[src/rtl/timing_align_unit.sv]
// Receive-side timing: a 16-phase counter derives the sample/symbol clocks and strobes,
// and two strobe-gated delay lines align the matched-filter samples and transmitted symbols.
module timing_align_unit #(
  parameter int SAM_W     = 18,
  parameter int DATA_W    = 2,
  parameter int SYM_DEPTH = 256
) (
  input  logic                     clk,
  input  logic                     reset,
  input  logic [1:0]               sam_delay,
  input  logic signed [SAM_W-1:0]  sam_in,
  input  logic [7:0]               data_delay,
  input  logic [DATA_W-1:0]        data_in,
  output logic [3:0]               clk_phase,
  output logic                     sam_clk,
  output logic                     sym_clk,
  output logic                     sam_clk_en,
  output logic                     sym_clk_en,
  output logic signed [SAM_W-1:0]  sam_out,
  output logic [DATA_W-1:0]        data_out
);

  logic [3:0]              r_phase;
  logic                    w_sam_en;
  logic                    w_sym_en;
  logic signed [SAM_W-1:0] r_sam [1:3];
  logic [DATA_W-1:0]       r_data [1:SYM_DEPTH-1];
  logic signed [SAM_W-1:0] w_sam_tap [0:3];
  logic [DATA_W-1:0]       w_data_tap [0:SYM_DEPTH-1];

  always_ff @(posedge clk or negedge reset) begin
    if (!reset) begin
      r_phase <= 4'd0;
    end else begin
      r_phase <= r_phase + 4'd1;
    end
  end

  // Strobes fire on the last clk of each sample / symbol period.
  assign w_sam_en = (r_phase[1:0] == 2'd3);
  assign w_sym_en = (r_phase == 4'd15);

  always_ff @(posedge clk or negedge reset) begin
    if (!reset) begin
      for (int k = 1; k <= 3; k++) begin
        r_sam[k] <= '0;
      end
    end else if (w_sam_en) begin
      r_sam[1] <= sam_in;
      for (int k = 2; k <= 3; k++) begin
        r_sam[k] <= r_sam[k-1];
      end
    end
  end

  always_ff @(posedge clk or negedge reset) begin
    if (!reset) begin
      for (int k = 1; k < SYM_DEPTH; k++) begin
        r_data[k] <= '0;
      end
    end else if (w_sym_en) begin
      r_data[1] <= data_in;
      for (int k = 2; k < SYM_DEPTH; k++) begin
        r_data[k] <= r_data[k-1];
      end
    end
  end

  // Tap 0 is the live input so a zero delay select is a pure passthrough.
  always_comb begin
    w_sam_tap[0] = sam_in;
    for (int k = 1; k <= 3; k++) begin
      w_sam_tap[k] = r_sam[k];
    end
  end

  always_comb begin
    w_data_tap[0] = data_in;
    for (int k = 1; k < SYM_DEPTH; k++) begin
      w_data_tap[k] = r_data[k];
    end
  end

  assign clk_phase  = r_phase;
  assign sam_clk    = r_phase[1];
  assign sym_clk    = r_phase[3];
  assign sam_clk_en = w_sam_en;
  assign sym_clk_en = w_sym_en;
  assign sam_out    = w_sam_tap[sam_delay];
  assign data_out   = w_data_tap[data_delay];

endmodule

[config.mk]
export PLATFORM = sky130hd
export DESIGN_NAME = timing_align_unit
export DESIGN_NICKNAME = d
export VERILOG_FILES = /design/src/rtl/timing_align_unit.sv
export SDC_FILE = /design/constraint.sdc
export NUM_CORES = 1
export LEC_CHECK = 0
export BUFFER_PORTS_ARGS = -buffer_cell sky130_fd_sc_hd__buf_2
export CORE_MARGIN = 2
export CORE_UTILIZATION = 40
export CTS_BUF_LIST = sky130_fd_sc_hd__clkbuf_4 sky130_fd_sc_hd__clkbuf_8
export DETAILED_ROUTE_END_ITERATION = 10
export GPL_ROUTABILITY_DRIVEN = 0
export PLACE_DENSITY = 0.53
export SYNTH_ARGS = -nofsm -noshare
export SYNTH_HDL_FRONTEND = slang
export SYNTH_SLANG_ARGS = --single-unit
[constraint.sdc]
create_clock -name clk -period 2.3 [get_ports clk]
set_input_delay 0.115 -clock clk [delete_from_list [all_inputs] [get_ports clk]]
set_output_delay 0.115 -clock clk [all_outputs]
set_load 0.01 [all_outputs]
### Word-level counts from Yosys, hierarchy flattened

Index checks and enable logic that the tools add are counted.

| word-level totals | value |
|---|---|
| output and inout bits | 28 |
| flip-flop bits (word level) | 568 |

| operators by class | value |
|---|---|
| muxes and demuxes | 6 |
| $lt $le $gt $ge | 2 |
| bitwise gates (word level) | 2 |
| equal/unequal tests | 2 |
| add/sub/neg operators | 1 |

Operators by type and width:

| kind | count |
|---|---|
| $bmux 18 s2 | 1 |
| $mux 18 | 2 |
| $bmux 2 s8 | 1 |
| $ge 9x9->1 const B | 1 |
| $not 8->9 | 1 |
| $add 4x1->4 const B | 1 |
| $eq 4x4->1 const B | 1 |
| $mux 2 | 2 |
| $ge 3x3->1 const B | 1 |
| $not 2->3 | 1 |
| $eq 2x2->1 const B | 1 |

### Longest topological paths before layout

Gate-level depths: netlist of the first run.

| logic depth | value |
|---|---|
| word-level depth | 4 |
| mapped depth | 12 |
| gate-level depth less buffers | 6 |

### Worst setup path after synthesis of the first run

No wires, ideal clock.

| timing | value |
|---|---|
| kind | input to output |
| start point | in data_delay[3] |
| end point | out data_out[0] |
| data required time | 2.185 ns |
| arrival time | 1.935 ns |
| path slack | 0.250 ns |
| stages | 10 |
| cells stage by stage | buf_2 > buf_4 > nand3b_4 > buf_2 > buf_2 > o22ai_1 > nor3_1 > o41ai_2 > a31oi_1 > a311oi_1 |

| between the ends | value |
|---|---|
| word-level cells in the longest chain between the ends | 4 |

RTL lines:

| what | line | text |
|---|---|---|
| start: declaration | 12 | `input logic [7:0] data_delay,` |
| $not 8->9 (implied by the code) | 90 | `assign data_out = w_data_tap[data_delay];` |
| $bmux 2 s8 | 90 |  |
| $mux 2 (implied by the code) (2 in series) | 90 |  |
| end: declaration | 20 | `output logic [DATA_W-1:0] data_out` |

No other way between the ends. The select of a mux whose other input is x is not followed.

### Worst setup path after layout of the first run

| timing | value |
|---|---|
| start point | reg r_data[254] (netlist bit) |
| end point | out data_out[0] |

| between the ends | value |
|---|---|
| word-level cells in the longest chain between the ends | 3 |

RTL lines:

| what | line | text |
|---|---|---|
| start: declaration | 27 | `logic [DATA_W-1:0] r_data [1:SYM_DEPTH-1];` |
| start signal: indexed assignment | 64 | `r_data[k] <= r_data[k-1];` |
| $bmux 2 s8 | 90 |  |
| $mux 2 (implied by the code) (2 in series) | 90 |  |

No other way between the ends. The select of a mux whose other input is x is not followed.

==> results.tsv, run 1 <==
metric	value	unit
fin_crit	3.034	ns
cts_tree	built	
worst_setup_path_end_kind	primary output	
cts_root_buf	clkbuf_8	
place_ws	-0.6030	ns
synthMuxAreaShare	15.75	%
drive_gt1_share	20.47	%
grt_max_degree	140	
wire_per_inst	16.82	um
hold_viol_final	0	
min-delay-path-class	in -> async	
worstPathRequired	2.18	ns
worstReg2RegStart	clk_phase[0]	
crit_fanout	2	
ir_worst_vdd	0.4023	mV
max_stage_delay	0.46	ns
track_usage	19.87	%
setup_viol	2	
synth_nets	2757	
synth_fa_ha_area_share	0.04787	%
final_util	48.14	%
drv_cap	0	
synth_top_family_by_area	simple AND/OR/NAND/NOR gates	
grt_pass1_vias	19990	
antenna_found_initial	2	
synth_area	26140	um^2
crit_type	reg -> out	
cp.depth	7	
viasPerCell	5.054	
syn_inst	2724	
maxSlewHeadroom	54.51	%
ys_ff_latch	568	
antenna_left	0	
fmax	329.6	MHz
numCtsBuffers	102	
status	finished with violations	
drt_pre_antenna_iters	7	
yosysTopAreaCellShare	54.38	%
fin_nets	2963	
initial_core_util	40.47	%
violations	setup timing	
fin_skew	0.02913	ns
maxSlewViolCount	0	
crit_chain	mux4_2 > mux2_4 > a2111oi_4 > or3_1 > o31a_1 > a311oi_2 > buf_2	
p_leak	16.46	nW
yosysSeqAreaShare	54.38	%
synthToLayoutAreaGrowth	18.96	%
yosys.cell_types.count	51	
grt_pass1_wl	107.3	mm
cts.sinks	568	
worstSkewPairLatency	0.70	ns
fin_crit_sh	131.9	%
synth_edf_count	0	
synth_xor_xnor_area_share	0.06702	%
io_buffers	59	
overflow	0	
postSynthAreaPerCell	9.595	um^2
critPathBufInv	1	
worst_slew_pin_slew	0.6823	ns
via_count	19510	
reg2reg_to	r_data[66]	
cp-start-kind	flop	
cts_buffer_depth	3	
synth-async-reset-ratio	100.0	%
yosys_warnings	0	
synth_flop_cell	dfrtp_1	
num_rows	93	
dieHeight	259.6	um
power.density	684.8	nW/um^2
fp.dieArea	67400	um^2
synth_compound_area_share	2.528	%
endpoint	data_out[0]	
rsz0062_at_grt	true	
fp.dieW	259.6	um
yosys.area_share.simple	23.51	%
drc	0	
htreeDepth	3	
synth_top_cells_by_count	1,542 x nand2_1, 568 x dfrtp_1, 124 x clkbuf_1	
startpoint	r_data[254]	
ios	60	
synth_most_common_cell	nand2_1	
crit_family	multiplexers	
arrival	2.92	ns
yosysTopAreaCell	dfrtp_1	
drtIter0Drc	1384	
drt-total-wl	64.95	mm
core	64580	um^2
hpwl	41.63	mm
synth_area_leaders	dfrtp_1 54%, nand2_1 22%, mux4_2 7.3%	
cts.reportedPaths.clkPinSlew	0.06	ns
cpMaxStageDelayCell	mux4_2	
rrSetupSlack	0.20	ns
r2r_cells	7	
fin_ws	-0.7341	ns
through the flow:
stage	hold WS (ns)	std cells	TNS (ns)	total power, mW	cell area, um^2
3_5_place_dp	0.02372	3657	-1.005	11.33	28480
3_3_place_gp	0.02601	3657	-1.083	11.31	28480
5_1_grt	0.06950	3861	-1.633	22.17	31090
4_1_cts	0.03122	3859	-1.541	21.65	31040
6_report	0.08158	3861	-1.449	21.29	31090
2_1_floorplan	-0.1806	2724	0	10.77	26140
cell usage in the layout, fill, tap and decap left out, types with 3 or more instances in the layout:
cell,n
mux2i_1,116
clkinv_2,5
buf_2,56
nand2b_1,5
bufinv_16,3
nor4_2,4
buf_4,159
clkbuf_4,37
o22ai_1,43
nor3_1,5
buf_12,35
o31ai_1,3
nand3_1,8
dlygate4sd3_1,21
and3_1,4
o221ai_1,6
clkinv_1,3
mux4_2,91
nor2_1,7
nor2b_1,3
a21oi_1,7
mux2_4,4
dfrtp_1,568
mux2_2,62
a2111oi_4,5
a22oi_1,8
clkinvlp_4,3
mux4_1,5
clkbuf_8,130
nor4_1,8
nand2_1,1542
state kept, by name, indices dropped and copies added, names as in the netlist:
signal / cells
r_sam: 54
r_data: 510
clk_phase: 4
cell families after synthesis:
| kind of cell | Yosys count |
|---|---|
| fa+ha+maj | 1 |
| mux | 279 |
| flops | 568 |
| compound gates | 93 |
| simple gates | 1601 |
| xor+xnor | 2 |
| buf+inv | 180 |
power by group:
part           leakage (nW)  total [mW]  internal, mW  switching, mW
combinational          7.50        1.09         0.459          0.633
clock                  1.17        10.1          5.93           4.18
sequential             7.79        10.1          10.1         0.0353
total                  16.5        21.3          16.4           4.84
tightest hold or removal path, cell delays in order:
cell	delay, ns
dlygate4sd3_1	0.57
buf_8	0.21
buf_12	0.21
how the worst min path moves through the flow:
stage,depth (start not counted),from,slack [ns],endpoint
6_report,3,reset,0.08,r_data[496]
5_1_grt,3,reset,0.07,r_data[496]
4_1_cts,3,reset,0.03,r_data[496]
3_5_place_dp,1,reset,0.02,r_data[496]
3_3_place_gp,1,reset,0.03,r_data[149]
2_1_floorplan,0,reset,-0.18,clk_phase[0]
what timing repair did:
action,4_1_cts,5_1_grt
setup buffers,4,0
setup endpoints to repair,4,2
pin swaps,9,5
hold buffers,22,0
resized for setup,35,6
cloned,1,0
endpoints found under the hold margin,588,0
routing by layer:
layer  global-route usage (%)  part of all wire (%)
met5                        0                     0
met4                    5.635                   2.2
met3                    3.314                   3.7
met2                    32.47                    48
met1                    27.38                    46
final cells by class:
class,count,area (um^2)
diodes,2,5.005
inverters,6,38.79
clock inverters,12,148.9
repair buffers,275,2436
clock buffers,166,2053
multi-input cells,1976,11120
fillers,6045,33490
repair inverters,1,8.758
flip-flops and latches,568,14210
well taps,855,1070
Power figures use the tool's default switching activity.
==> run 2, diff against run 1 <==
==> config.mk (replaced) <==
export PLATFORM = sky130hd
export DESIGN_NAME = timing_align_unit
export DESIGN_NICKNAME = d
export VERILOG_FILES = /design/src/rtl/timing_align_unit.sv
export SDC_FILE = /design/constraint.sdc
export NUM_CORES = 1
export LEC_CHECK = 0
export CORE_UTILIZATION = 40
export CTS_BUF_LIST = sky130_fd_sc_hd__clkbuf_4 sky130_fd_sc_hd__clkbuf_8
export DETAILED_ROUTE_END_ITERATION = 10
export DONT_BUFFER_PORTS = 1
export GPL_ROUTABILITY_DRIVEN = 0
export PLACE_DENSITY = 0.52
export SYNTH_ARGS = -nofsm -noshare
export SYNTH_HDL_FRONTEND = slang
export SYNTH_SLANG_ARGS = --single-unit
export TNS_END_PERCENT = 10
==> run 2 against run 1 <==
Critical endpoint is now data_out[1]. Largest cell class unchanged. The run ends with hold timing, slew limit, setup timing left. Sequential share of layout area rose by 1.0 points. Combinational power shrank 53%. Cell area down 2.2%.
==> results.tsv, run 2 (synthesized netlist as in run 1, its figures left out) <==
metric	value	unit	change
numCtsBuffers	99		was 102
top_register	r_data		unchanged
layout_commonest_cell	nand2_1		unchanged
maxSlewViolCount	146		was 0
hpwl	35.44	mm	was 41.63 mm
min-delay-path-class	in -> async		unchanged
cp-start-kind	flop		unchanged
wire_per_inst	16.46	um	was 16.82 um
synthToLayoutAreaGrowth	16.37	%	was 18.96%
crit_chain	mux4_2 > mux2_4 > a2111oi_4 > buf_4 > or3_1 > o31a_1 > a311oi_4 > buf_4		was mux4_2 > mux2_4 > a2111oi_4 > or3_1 > o31a_1 > a311oi_2 > buf_2
viasPerCell	5.034		was 5.054
io_buffers	0		was 59
drv_cap	0		unchanged
fin_crit_sh	132.5	%	was 131.9%
overflow	0		unchanged
grt_pass1_wl	102.8	mm	was 107.3 mm
dp.cells	3567		was 3,657
drive_gt1_share	17.85	%	was 20.47%
max_stage_delay	0.46	ns	about the same
crit_family	multiplexers		unchanged
rsz0062_at_grt	true		unchanged
crit_type	reg -> out		unchanged
dieHeight	257.6	um	was 259.6 um
antenna_found_initial	1		was 2
arrival	2.93	ns	was 2.92 ns
layout_common_cells	1,542 x nand2_1, 566 x dfrtp_1, 141 x buf_4		was 1,542 x nand2_1, 568 x dfrtp_1, 159 x buf_4
cpMaxStageDelayCell	mux4_2		unchanged
setup_viol	2		unchanged
initial_core_util	40.54	%	was 40.47%
cts.reportedPaths.clkPinSlew	0.06	ns	about the same
fin_crit	3.047	ns	was 3.034 ns
fmax	328.1	MHz	was 329.6 MHz
fp.dieArea	66370	um^2	was 67,400 um^2
fp.dieW	257.6	um	was 259.6 um
core	64460	um^2	was 64,580 um^2
power	20.75	mW	was 21.29 mW
power.density	682.1	nW/um^2	was 684.8 nW/um^2
largest_register_ffs	510		unchanged
fin_nets	2869		was 2,963
hold_slack	-0.8627	ns	was 0.08158 ns
violations	hold timing, slew limit, setup timing		was setup timing
maxSlewHeadroom	-19.59	%	was 54.51%
path_common_cell	buf_4		
drt-total-wl	62.05	mm	was 64.95 mm
track_usage	19.12	%	was 19.87%
ios	60		unchanged
status	finished with violations		unchanged
final_cells	3769		was 3,861
drtIter0Drc	1524		was 1,384
met3_usage	3.651	%	was 3.314%
worst_slew_pin_slew	1.794	ns	was 0.6823 ns
antenna_left	0		unchanged
worstSkewPairLatency	0.69	ns	was 0.70 ns
fin_ws	-0.7475	ns	was -0.7341 ns
fin_skew	0.03141	ns	was 0.02913 ns
cts_hold_repair.buffers	20		was 22
ir_worst_vdd	0.5315	mV	was 0.4023 mV
top_usage_layer	met2		unchanged
met1_usage	26.85	%	was 27.38%
htreeDepth	3		unchanged
num_rows	93		unchanged
p_leak	16.08	nW	was 16.46 nW
critPathBufInv	2		was 1
grt_pass1_vias	19120		was 19,990
worstPathRequired	2.18	ns	about the same
drc	0		unchanged
cts_buffer_depth	3		unchanged
cts_root_buf	clkbuf_8		unchanged
cts_tree	built		unchanged
hold_viol_final	568		was 0
via_count	18970		was 19,510
drt_pre_antenna_iters	5		was 7
crit_fanout	2		unchanged
num-fill-cells	6093		was 6,045
grt_max_degree	569		was 140
grtUsageMet2	30.17	%	was 32.47%
worst_setup_path_end_kind	primary output		unchanged
cts.sinks	568		unchanged
==> run 2: metal layers <==
layer	vias to the layer above	wire, um
met5	-	0
met4	0	1312
met3	105	2557
met2	320	29210
met1	9434	28970
li1	9113	-
==> run 2: area by class of cell <==
class / instances / area (um^2) / share of cell area [%]
well taps: 855 / 1070 / 3.517
diodes: 1 / 2.502 / 0.008227
inverters: 6 / 35.03 / 0.1152
flip-flops and latches: 568 / 14220 / 46.74
multi-input cells: 1976 / 11120 / 36.56
clock inverters: 10 / 105.1 / 0.3456
clock buffers: 168 / 2112 / 6.944
repair buffers: 185 / 1754 / 5.767
==> run 2: final timing paths <==
check                             start          end  slack [ns]  depth (start not counted)
setup / recovery            r_data[239]  data_out[1]       -0.75                          8
hold / removal                    reset  r_data[469]       -0.86                          0
setup reg to reg           clk_phase[1]  r_data[360]        0.42                          6
hold reg to reg             r_data[226]  r_data[224]        0.48                          2
max in group asynchronous         reset  r_data[285]        1.72                          0
min in group clk             data_in[1]  r_data[509]        0.11                          3
==> run 2: what timing repair did <==
action                                 CTS  global route
setup endpoints to repair                3             3
setup buffers                            2             1
endpoints found under the hold margin  588           568
pin swaps                                7             3
gates cloned                             0             0
gates resized for setup                 28             8
==> run 2: power breakdown <==
part           switching [mW]  total, mW  internal, mW
clock                    4.19       10.1          5.96
combinational           0.197      0.511         0.314
sequential             0.0344       10.1          10.1
==> run 2: metrics by stage <==
step / setup TNS, ns / util [%] / hold slack (ns) / area (um^2) / setup slack (ns)
final: -1.480 / 47.18 / -0.8627 / 30420 / -0.7475
after global routing: -1.714 / 47.18 / -0.9095 / 30420 / -0.8480
after CTS: -1.705 / 47.08 / -0.9089 / 30350 / -0.8298
after floorplan: 0 / - / -0.1806 / 26140 / 0.2495
after detailed placement: -0.7197 / 43.12 / -0.1525 / 27800 / -0.3615
after global placement: -0.8032 / 43.12 / -0.1505 / 27800 / -0.4059
==> run 3, diff against run 2 <==
--- a/config.mk
+++ b/config.mk
@@ -5,6 +5,7 @@
 export SDC_FILE = /design/constraint.sdc
 export NUM_CORES = 1
 export LEC_CHECK = 0
+export CORE_ASPECT_RATIO = 0.9
 export CORE_UTILIZATION = 40
 export CTS_BUF_LIST = sky130_fd_sc_hd__clkbuf_4 sky130_fd_sc_hd__clkbuf_8
 export DETAILED_ROUTE_END_ITERATION = 10
==> run 3 against run 2 <==
The flow still finishes with violations (hold timing, slew limit, setup timing). Via count shrank 1.3%. Sequential power hardly changed. Critical path depth down 1. Routed wire length is 1.7% lower. Largest cell class unchanged. Highest routed layer unchanged.
==> results.tsv, run 3 (synthesized netlist as in run 1, its figures left out) <==
metric	value	unit	change
cts_root_buf	clkbuf_8		unchanged
fp.dieArea	66370	um^2	about the same
setup_viol	2		unchanged
viasPerCell	5.004		was 5.034
cts_buffer_depth	3		unchanged
drv_cap	0		unchanged
place_ws	-0.2877	ns	was -0.3615 ns
worstPathRequired	2.18	ns	about the same
hold_slack	-0.8546	ns	was -0.8627 ns
drt-total-wl	61.02	mm	was 62.05 mm
fin_ws	-0.6900	ns	was -0.7475 ns
grt_pass1_vias	18700		was 19,120
hold_viol_final	568		unchanged
arrival	2.88	ns	was 2.93 ns
cts_tree	built		unchanged
met1_usage	27.20	%	was 26.85%
grtUsageMet2	28.21	%	was 30.17%
min-delay-path-class	in -> async		unchanged
critPathBufInv	2		unchanged
fin_crit_sh	130.0	%	was 132.5%
p_leak	15.86	nW	was 16.08 nW
top_register	r_data		unchanged
cts.sinks	568		unchanged
worstSkewPairLatency	0.69	ns	about the same
cts.reportedPaths.clkPinSlew	0.06	ns	about the same
fp.dieW	271.4	um	was 257.6 um
initial_core_util	40.65	%	was 40.54%
fmax	334.4	MHz	was 328.1 MHz
drc	0		unchanged
core	64300	um^2	was 64,460 um^2
io_buffers	0		unchanged
hpwl	34.89	mm	was 35.44 mm
layout_commonest_cell	nand2_1		unchanged
num_rows	88		was 93
cpMaxStageDelayCell	mux4_2		unchanged
wire_per_inst	16.30	um	was 16.46 um
ir_worst_vdd	0.4572	mV	was 0.5315 mV
maxSlewHeadroom	-120.5	%	was -19.59%
status	finished with violations		unchanged
htreeDepth	3		unchanged
ios	60		unchanged
via_count	18730		was 18,970
overflow	0		unchanged
drive_gt1_share	17.18	%	was 17.85%
track_usage	18.86	%	was 19.12%
drt_pre_antenna_iters	6		was 5
met3_usage	4.134	%	was 3.651%
cp-start-kind	flop		unchanged
dieHeight	244.5	um	was 257.6 um
worst_setup_path_end_kind	primary output		unchanged
crit_type	reg -> out		unchanged
power.density	663.9	nW/um^2	was 682.1 nW/um^2
drtIter0Drc	1558		was 1,524
max_stage_delay	0.49	ns	was 0.46 ns
top_usage_layer	met2		unchanged
antenna_left	0		unchanged
startpoint	r_data[139]		was r_data[239]
synthToLayoutAreaGrowth	14.83	%	was 16.37%
grt_max_degree	569		unchanged
layout_common_cells	1,542 x nand2_1, 566 x dfrtp_1, 128 x buf_4		was 1,542 x nand2_1, 566 x dfrtp_1, 141 x buf_4
final_util	46.67	%	was 47.18%
cts_hold_repair.buffers	20		unchanged
num-fill-cells	6089		was 6,093
worst_slew_pin_slew	3.307	ns	was 1.794 ns
grt_pass1_wl	101.1	mm	was 102.8 mm
fin_crit	2.990	ns	was 3.047 ns
worstReg2RegStart	clk_phase[1]		unchanged
maxSlewViolCount	367		was 146
crit_chain	mux4_2 > mux2_4 > a2111oi_4 > buf_4 > o31a_1 > a311oi_1 > buf_4		was mux4_2 > mux2_4 > a2111oi_4 > buf_4 > or3_1 > o31a_1 > a311oi_4 > buf_4
fin_skew	0.02423	ns	was 0.03141 ns
crit_family	multiplexers		unchanged
path_common_cell	buf_4		unchanged
crit_fanout	2		unchanged
numCtsBuffers	95		was 99
largest_register_ffs	510		unchanged
fin_nets	2849		was 2,869
violations	hold timing, slew limit, setup timing		unchanged
rsz0062_at_grt	true		unchanged
antenna_found_initial	1		unchanged
==> run 3: cell types whose count changed in the layout (fill, tap and decap cells not counted), sizes merged <==
cell and change:
clkinv +5, clkbuf -15, inv +1, bufinv -1, buf -16
==> run 3: metal layers <==
layer,part of all wire [%],vias to the layer above
li1,-,9058
met1,48,9222
met2,44,339
met3,4.9,110
met4,2.5,0
met5,0,-
==> run 3: where the power goes <==
group | internal, mW | switching, mW | leakage (nW)
logic | 0.304 | 0.197 | 7.00
clock network | 5.26 | 4.08 | 1.07
registers | 10.1 | 0.0323 | 7.78
==> run 3: what timing repair did <==
action / in CTS / in global routing
endpoints found under the hold margin: 588 / 568
buffers inserted: 2 / 0
endpoints found under the setup margin: 3 / 2
pin swaps: 11 / 1
resized for setup: 37 / 0
==> run 3: final cells by class <==
type / instances / area (um^2) / area share [%]
antenna: 1 / 2.502 / 0.008338
clock buffer: 153 / 1881 / 6.266
clock inverter: 15 / 108.9 / 0.3627
inverter: 6 / 30.03 / 0.1001
multi-input combinational: 1976 / 11120 / 37.04
sequential: 568 / 14220 / 47.37
tap: 855 / 1070 / 3.564
timing repair buffer: 169 / 1589 / 5.295
==> run 3: path summary, 6_finish.rpt <==
| path | endpoint | slack [ns] | cells after the start |
|---|---|---|---|
| setup reg to reg | r_data[475] | 0.49 | 6 |
| setup / recovery | data_out[1] | -0.69 | 7 |
| max in group asynchronous | r_data[172] | 0.56 | 0 |
| hold / removal | r_data[493] | -0.85 | 0 |
| min in group clk | r_data[508] | 0.10 | 3 |
| hold reg to reg | r_data[120] | 0.47 | 2 |
==> run 3: per-stage QoR <==
stage	power, mW	area, um^2	instances	TNS [ns]
finish	19.93	30010	3743	-1.370
global route	20.76	30010	3743	-1.647
CTS	20.28	30010	3742	-1.461
detailed placement	10.73	27680	3556	-0.5696
global placement	10.72	27680	3556	-0.6481
floorplan	10.77	26140	2724	0
